<file path="config.mk">
export PLATFORM = sky130hd
export DESIGN_NAME = ex_stage
export DESIGN_NICKNAME = d
export VERILOG_FILES = /design/src/rtl/ex_stage_pkg.sv /design/src/rtl/ex_stage_alu.sv /design/src/rtl/ex_stage_branch_unit.sv /design/src/rtl/ex_stage.sv
export SDC_FILE = /design/constraint.sdc
export NUM_CORES = 1
export LEC_CHECK = 0
export CAP_MARGIN = 20
export CORE_UTILIZATION = 25
export CTS_BUF_LIST = sky130_fd_sc_hd__clkbuf_8
export CTS_CLUSTER_SIZE = 40
export DETAILED_ROUTE_END_ITERATION = 8
export PLACE_DENSITY = 0.37
export REMOVE_ABC_BUFFERS = 1
export SYNTH_ARGS = -nofsm -noshare
export SYNTH_HDL_FRONTEND = slang
export SYNTH_HIERARCHICAL = 1
export SYNTH_SLANG_ARGS = --single-unit
</file>
<file path="constraint.sdc">
create_clock -name clk -period 13.1 [get_ports clk]
set_input_delay 3.275 -clock clk [delete_from_list [all_inputs] [get_ports clk]]
set_output_delay 3.275 -clock clk [all_outputs]
set_load 0.02 [all_outputs]
</file>
<file path="src/rtl/ex_stage_pkg.sv">
// Shared constants for the RV32I execute stage: op classes, ALU function codes and
// the funct3/funct7 to ALU function mapping.
package ex_stage_pkg;

    localparam logic [2:0] OpReg    = 3'd0;
    localparam logic [2:0] OpImm    = 3'd1;
    localparam logic [2:0] OpLui    = 3'd2;
    localparam logic [2:0] OpAuipc  = 3'd3;
    localparam logic [2:0] OpJal    = 3'd4;
    localparam logic [2:0] OpJalr   = 3'd5;
    localparam logic [2:0] OpBranch = 3'd6;
    localparam logic [2:0] OpNop    = 3'd7;

    localparam logic [3:0] AluAdd  = 4'd0;
    localparam logic [3:0] AluSll  = 4'd1;
    localparam logic [3:0] AluSlt  = 4'd2;
    localparam logic [3:0] AluSltu = 4'd3;
    localparam logic [3:0] AluXor  = 4'd4;
    localparam logic [3:0] AluSrl  = 4'd5;
    localparam logic [3:0] AluOr   = 4'd6;
    localparam logic [3:0] AluAnd  = 4'd7;
    localparam logic [3:0] AluSub  = 4'd8;

    // Only register-register ops honour funct7b5 for subtract; branches always compare via sub.
    function automatic logic [3:0] alu_fn_map(input logic [2:0] op, input logic [2:0] funct3,
                                              input logic funct7b5);
        logic [3:0] fn;
        fn = AluAdd;
        if (op == OpBranch) begin
            fn = AluSub;
        end else if (op == OpReg || op == OpImm) begin
            if (funct3 == 3'd0 && op == OpReg && funct7b5) begin
                fn = AluSub;
            end else begin
                fn = {1'b0, funct3};
            end
        end
        return fn;
    endfunction

endpackage

</file>
<file path="src/rtl/ex_stage_alu.sv">
// Combinational RV32I ALU: add/sub, shifts, compares and bitwise ops with a zero flag.
module ex_stage_alu
    import ex_stage_pkg::*;
(
    input  logic [31:0] a,
    input  logic [31:0] b,
    input  logic [3:0]  fn,
    output logic [31:0] result,
    output logic        zero
);

    always_comb begin
        result = '0;
        case (fn)
            AluAdd:  result = a + b;
            AluSub:  result = a - b;
            AluSll:  result = a << b[4:0];
            AluSlt:  result = {31'b0, $signed(a) < $signed(b)};
            AluSltu: result = {31'b0, a < b};
            AluXor:  result = a ^ b;
            AluSrl:  result = a >> b[4:0];
            AluOr:   result = a | b;
            AluAnd:  result = a & b;
            default: result = '0;
        endcase
    end

    assign zero = (result == 32'd0);

endmodule

</file>
<file path="src/rtl/ex_stage_branch_unit.sv">
// Branch condition resolution; equality comes from the ALU zero flag on rs1 - rs2.
module ex_stage_branch_unit (
    input  logic [2:0]  funct3,
    input  logic [31:0] rs1,
    input  logic [31:0] rs2,
    input  logic        alu_zero,
    output logic        taken
);

    always_comb begin
        taken = 1'b0;
        case (funct3)
            3'd0:    taken = alu_zero;
            3'd1:    taken = !alu_zero;
            3'd4:    taken = $signed(rs1) < $signed(rs2);
            3'd5:    taken = $signed(rs1) >= $signed(rs2);
            3'd6:    taken = rs1 < rs2;
            3'd7:    taken = rs1 >= rs2;
            default: taken = 1'b0;
        endcase
    end

endmodule

</file>
<file path="src/rtl/ex_stage.sv">
// RV32I execute stage: operand select, ALU, branch/jump resolution and a one-deep
// valid/ready output register feeding writeback.
module ex_stage
    import ex_stage_pkg::*;
#(
    parameter logic [31:0] RESET_PC = 32'h0000_0000
) (
    input  logic        clk,
    input  logic        rst,
    input  logic        flush,
    input  logic        in_valid,
    output logic        in_ready,
    input  logic [31:0] in_pc,
    input  logic [2:0]  in_op,
    input  logic [2:0]  in_funct3,
    input  logic        in_funct7b5,
    input  logic [31:0] in_rs1,
    input  logic [31:0] in_rs2,
    input  logic [31:0] in_imm,
    input  logic [4:0]  in_rd,
    output logic        out_valid,
    input  logic        out_ready,
    output logic [31:0] out_result,
    output logic [4:0]  out_rd,
    output logic        out_we,
    output logic        redirect_valid,
    output logic [31:0] redirect_pc
);

    logic [31:0] op_x, op_y, alu_res, sra_res, exe_result, target;
    logic [3:0]  alu_fn;
    logic        alu_zero, br_taken, redirect, exe_we, accept;

    assign op_x   = (in_op == OpAuipc) ? in_pc : in_rs1;
    assign op_y   = (in_op == OpReg || in_op == OpBranch) ? in_rs2 : in_imm;
    assign alu_fn = alu_fn_map(in_op, in_funct3, in_funct7b5);

    ex_stage_alu u_alu (
        .a      (op_x),
        .b      (op_y),
        .fn     (alu_fn),
        .result (alu_res),
        .zero   (alu_zero)
    );

    ex_stage_branch_unit u_branch_unit (
        .funct3   (in_funct3),
        .rs1      (in_rs1),
        .rs2      (in_rs2),
        .alu_zero (alu_zero),
        .taken    (br_taken)
    );

    assign sra_res = $signed(op_x) >>> op_y[4:0];

    // SRA and SLTU are resolved here rather than trusting the ALU encoding for them.
    always_comb begin
        exe_result = alu_res;
        case (in_op)
            OpLui:         exe_result = in_imm;
            OpJal, OpJalr: exe_result = in_pc + 32'd4;
            OpReg, OpImm: begin
                if (in_funct3 == 3'd5 && in_funct7b5) begin
                    exe_result = sra_res;
                end else if (in_funct3 == 3'd3) begin
                    exe_result = {31'b0, op_x < op_y};
                end
            end
            default:       exe_result = alu_res;
        endcase
    end

    assign target   = (in_op == OpJalr) ? ((in_rs1 + in_imm) & ~32'd1) : (in_pc + in_imm);
    assign redirect = (in_op == OpJal) || (in_op == OpJalr) || (in_op == OpBranch && br_taken);
    assign exe_we   = (in_op != OpBranch) && (in_op != OpNop) && (in_rd != 5'd0);
    assign in_ready = !out_valid || out_ready;
    assign accept   = in_valid && in_ready && !flush;

    // redirect_valid only rises on the accept edge, so a stalled jump never re-pulses.
    always_ff @(posedge clk) begin
        if (rst) begin
            out_valid      <= 1'b0;
            out_we         <= 1'b0;
            out_result     <= '0;
            out_rd         <= '0;
            redirect_valid <= 1'b0;
            redirect_pc    <= RESET_PC;
        end else begin
            redirect_valid <= 1'b0;
            if (flush) begin
                out_valid <= 1'b0;
                out_we    <= 1'b0;
            end else if (accept) begin
                out_valid      <= 1'b1;
                out_we         <= exe_we;
                out_result     <= exe_result;
                out_rd         <= in_rd;
                redirect_valid <= redirect;
                if (redirect) begin
                    redirect_pc <= target;
                end
            end else if (out_ready) begin
                out_valid <= 1'b0;
            end
        end
    end

endmodule

</file>
==> summary.txt <==
Drt
  • Post-route ant nets: 0
  • Violation count after the first detailed-route iteration: 2795
  • Routed wire per std cell: 30.4 um
  • Vias per inst: 5.99
  • First-pass detailed-route iteration total: 8
  • Routed WL: 135000 um
  • DRC: 0
  • Vias: 26700

Power
  • Clock share of power: 9.9%
  • Static leakage: 10.5 nW
  • Peak VDD IR: 33.6 uV
  • PD cells: 76.9 mW/mm^2
  • Switching Share: 57.7%
  • Comb pwr share: 77.6%
  • Sw power: 0.00113 W
  • Internal power: 0.000826 W
  • Seq pwr share: 12.5%
  • Pwr Total: 0.00195 W

Status
  • Outcome: finished, final reports clean

Yosys
  • Post-synth EDFFs: 0
  • Synth Area per Inst: 6.85 um^2
  • Synth top area share: 12.7%
  • Yosys reg bits: 72
  • Synth Instances: 3166
  • Combinational family with the most area after synthesis: compound AO/OA/AOI/OAI gates
  • Xor/xnor cell area share of the yosys netlist: 4.16%
  • Top post-synthesis cells by area: ha_1, mux2i_1, nand2_1
  • Mux cell area share after synthesis: 13.3%
  • Adder-Cell Fraction of Synth Area: 13.1%
  • Share of synthesized registers carrying an async set or reset: 0%
  • Synth Warn #: 6
  • Post-synth top area cell: ha_1
  • Synth cell types: 112
  • Sequential share of the synthesized area: 6.65%
  • Simple-gate portion of the synthesized area: 23.3%
  • Syn Std Cell Area: 0.0217 mm^2
  • Post-synthesis compound-gate area fraction: 31.6%
  • Most used DFF post-synth: dfxtp_1

Job
  • Max_cap viols: 0

STA
  • Relative slew slack: 19.1%
  • Final-report hold violation count: 0
  • Clk_skew: 0.00818 ns
  • Slew @ Worst Pin: 1.21 ns
  • RSZ-0062 raised after global routing: false
  • Setup Viol. Count Final: 0
  • Fin crit share: 92.7%
  • Final min period: 12.15 ns
  • Fmax: 82.3 MHz
  • Slew Limit Fails: 0

Setup path
  • Slowest library cell on the worst path: nor4b_1
  • Peak per-stage delay on the critical path: 0.89 ns
  • Cell mode on critical path: nand2_1
  • Crit Path Class: input pin to flip-flop
  • Critical path peak fanout: 19
  • CP Launch Type: input pin
  • Critical path required time: 13.41 ns
  • Arrival @ worst endpoint: 12.45 ns
  • Kind of end point of the critical path: flip-flop
  • R2R setup slack: 10.32 ns

Place
  • Hpwl dp: 109000 um
  • GP Congestion: 0.944
  • IO Port Bufs: 217
  • Placed cell count: 4430
  • DP Area: 0.0252 mm^2

Cells and area
  • Area Overhead vs Synth: 17.2%
  • Design area: 0.0254 mm^2
  • Fillcell total: 9407
  • Layout cells sized above 1: 7.36%
  • Final cell count without fillers: 4447
  • Final nets: 3667

Floorplanning
  • Die area: 0.0879 mm^2
  • Starting density of the core: 25.3%
  • Ports: 218
  • Core Region: 0.0855 mm^2
  • Site Rows: 107
  • Die Span Y: 296 um
  • Die width: 296 um

Global routing
  • First-pass GRT wire length: 191000 um
  • Antenna violations before repair: 5
  • Pin count of the biggest net entering global routing: 93
  • Vias in the first global route: 25900
  • Gr usage total: 29.9%
  • Global route overflow: 0

Clocking
  • Worst-path clk slew: 0.10 ns
  • Sink Count: 72
  • Post-cts resize count: 0
  • Setup bufs post-CTS: 0
  • Hold_buf cts: 0
  • Max clock buf depth: 2
  • Worst-skew pair later-pin latency: 0.42 ns
  • CTS Buf Count: 9
  • CTS H-Tree Depth: 3
  • CTS tree: done
  • Clk root buf: clkbuf_8

Worst hold path
  • Hold crit path type: flip-flop to flip-flop
## final cells by class
type	count	area, um^2	share of cell area, %
antenna	1	2.50	0.00985
tap	1144	1430	5.63
clock buffer	10	138	0.542
timing repair buffer	328	3010	11.9
inverter	213	801	3.15
sequential	72	1440	5.67
multi-input combinational	2674	18600	73.0
clock inverter	5	32.5	0.128
## final timing paths
check	startpoint	to	cells after the start
setup / recovery	in_op[2]	redirect_pc[29]$_SDFFE_PP0P_	32
hold reg to reg	out_rd[3]$_SDFFE_PP0P_	out_rd[3]$_SDFFE_PP0P_	2
setup reg to reg	out_valid$_SDFFE_PP0P_	out_result[22]$_SDFFE_PP0P_	10
hold / removal	out_rd[3]$_SDFFE_PP0P_	out_rd[3]$_SDFFE_PP0P_	2
## flip-flops by register name, indices dropped and copies added, names as in the netlist
| signal | count |
|---|---|
| out_result | 32 |
| out_we | 1 |
| redirect_valid | 1 |
| out_valid | 1 |
| out_rd | 5 |
| redirect_pc | 32 |
## layer usage
layer	track usage [%]	up-vias	wire length, um
met3	3.16	242	8390
met2	50.1	1297	63200
met5	0	-	31
li1	-	12000	-
met1	39.2	13100	58000
met4	11.2	4	5580
## synth_stat cells, types with 31 or more instances
library cell and count:
a21o_1 59, o211ai_1 38, xnor2_1 70, a221oi_1 39, nor2_1 243, dfxtp_1 72, inv_1 207, o21ai_0 184
a22oi_1 35, nor2b_1 48, a21oi_1 253, a211oi_1 69, nand2_1 412, nor3_1 77, o22ai_1 52, clkbuf_1 128
ha_1 220, mux2i_1 201, nand4_1 34, nand2b_1 31, buf_2 37, nand3_1 77
## stage by stage
stage	hold slack (ns)	worst slack (ns)	utilization, %	setup TNS (ns)
2_1_floorplan	0.517	-0.255	-	-0.289
3_3_place_gp	0.447	0.568	29.5	0
3_5_place_dp	0.448	0.803	29.5	0
4_1_cts	0.465	1.25	29.7	0
5_1_grt	0.478	0.551	29.7	0
6_report	0.467	0.953	29.7	0
## kinds of logic (layout without fill, tap and decap cells)
family                   count (synthesis)  count (layout)
other                                    0               1
buffers and inverters                  420             556
flip-flops                              72              72
adder cells (fa/ha/maj)                224             224
XOR/XNOR                                99              99
AO/OA/AOI/OAI                         1020            1020
AND/OR/NAND/NOR                       1074            1074
multiplexers                           257             257
## worst max-delay path, delay by kind of cell
family | cells | cell delay [ns]
AO/OA/AOI/OAI | 8 | 1.86
XOR/XNOR | 2 | 0.27
adder cells (fa/ha/maj) | 1 | 0.51
buffers and inverters | 6 | 1.80
AND/OR/NAND/NOR | 15 | 4.68
## cell usage in the layout (no fill, tap or decap), types with 72 or more instances in the layout
master and n:
ha_1 220, nor2_1 240, o21ai_0 184, nand3_1 77, dfxtp_1 72, clkdlybuf4s50_1 213
nand2_1 412, inv_1 206, mux2i_1 201, nor3_1 76, buf_4 107, a21oi_1 252
## power groups by stage
| stage | Sequential, W | Combinational, W | Clock [W] |
|---|---|---|---|
| after global placement | 0.000250 | 0.00148 | 0 |
| after global routing | 0.000246 | 0.00161 | 0.000204 |
| after CTS | 0.000245 | 0.00148 | 0.000200 |
| final | 0.000245 | 0.00152 | 0.000193 |
| after detailed placement | 0.000250 | 0.00148 | 0 |
| after floorplan | 0.000258 | 0.000849 | 0 |
(Power assumes the default switching activity.)
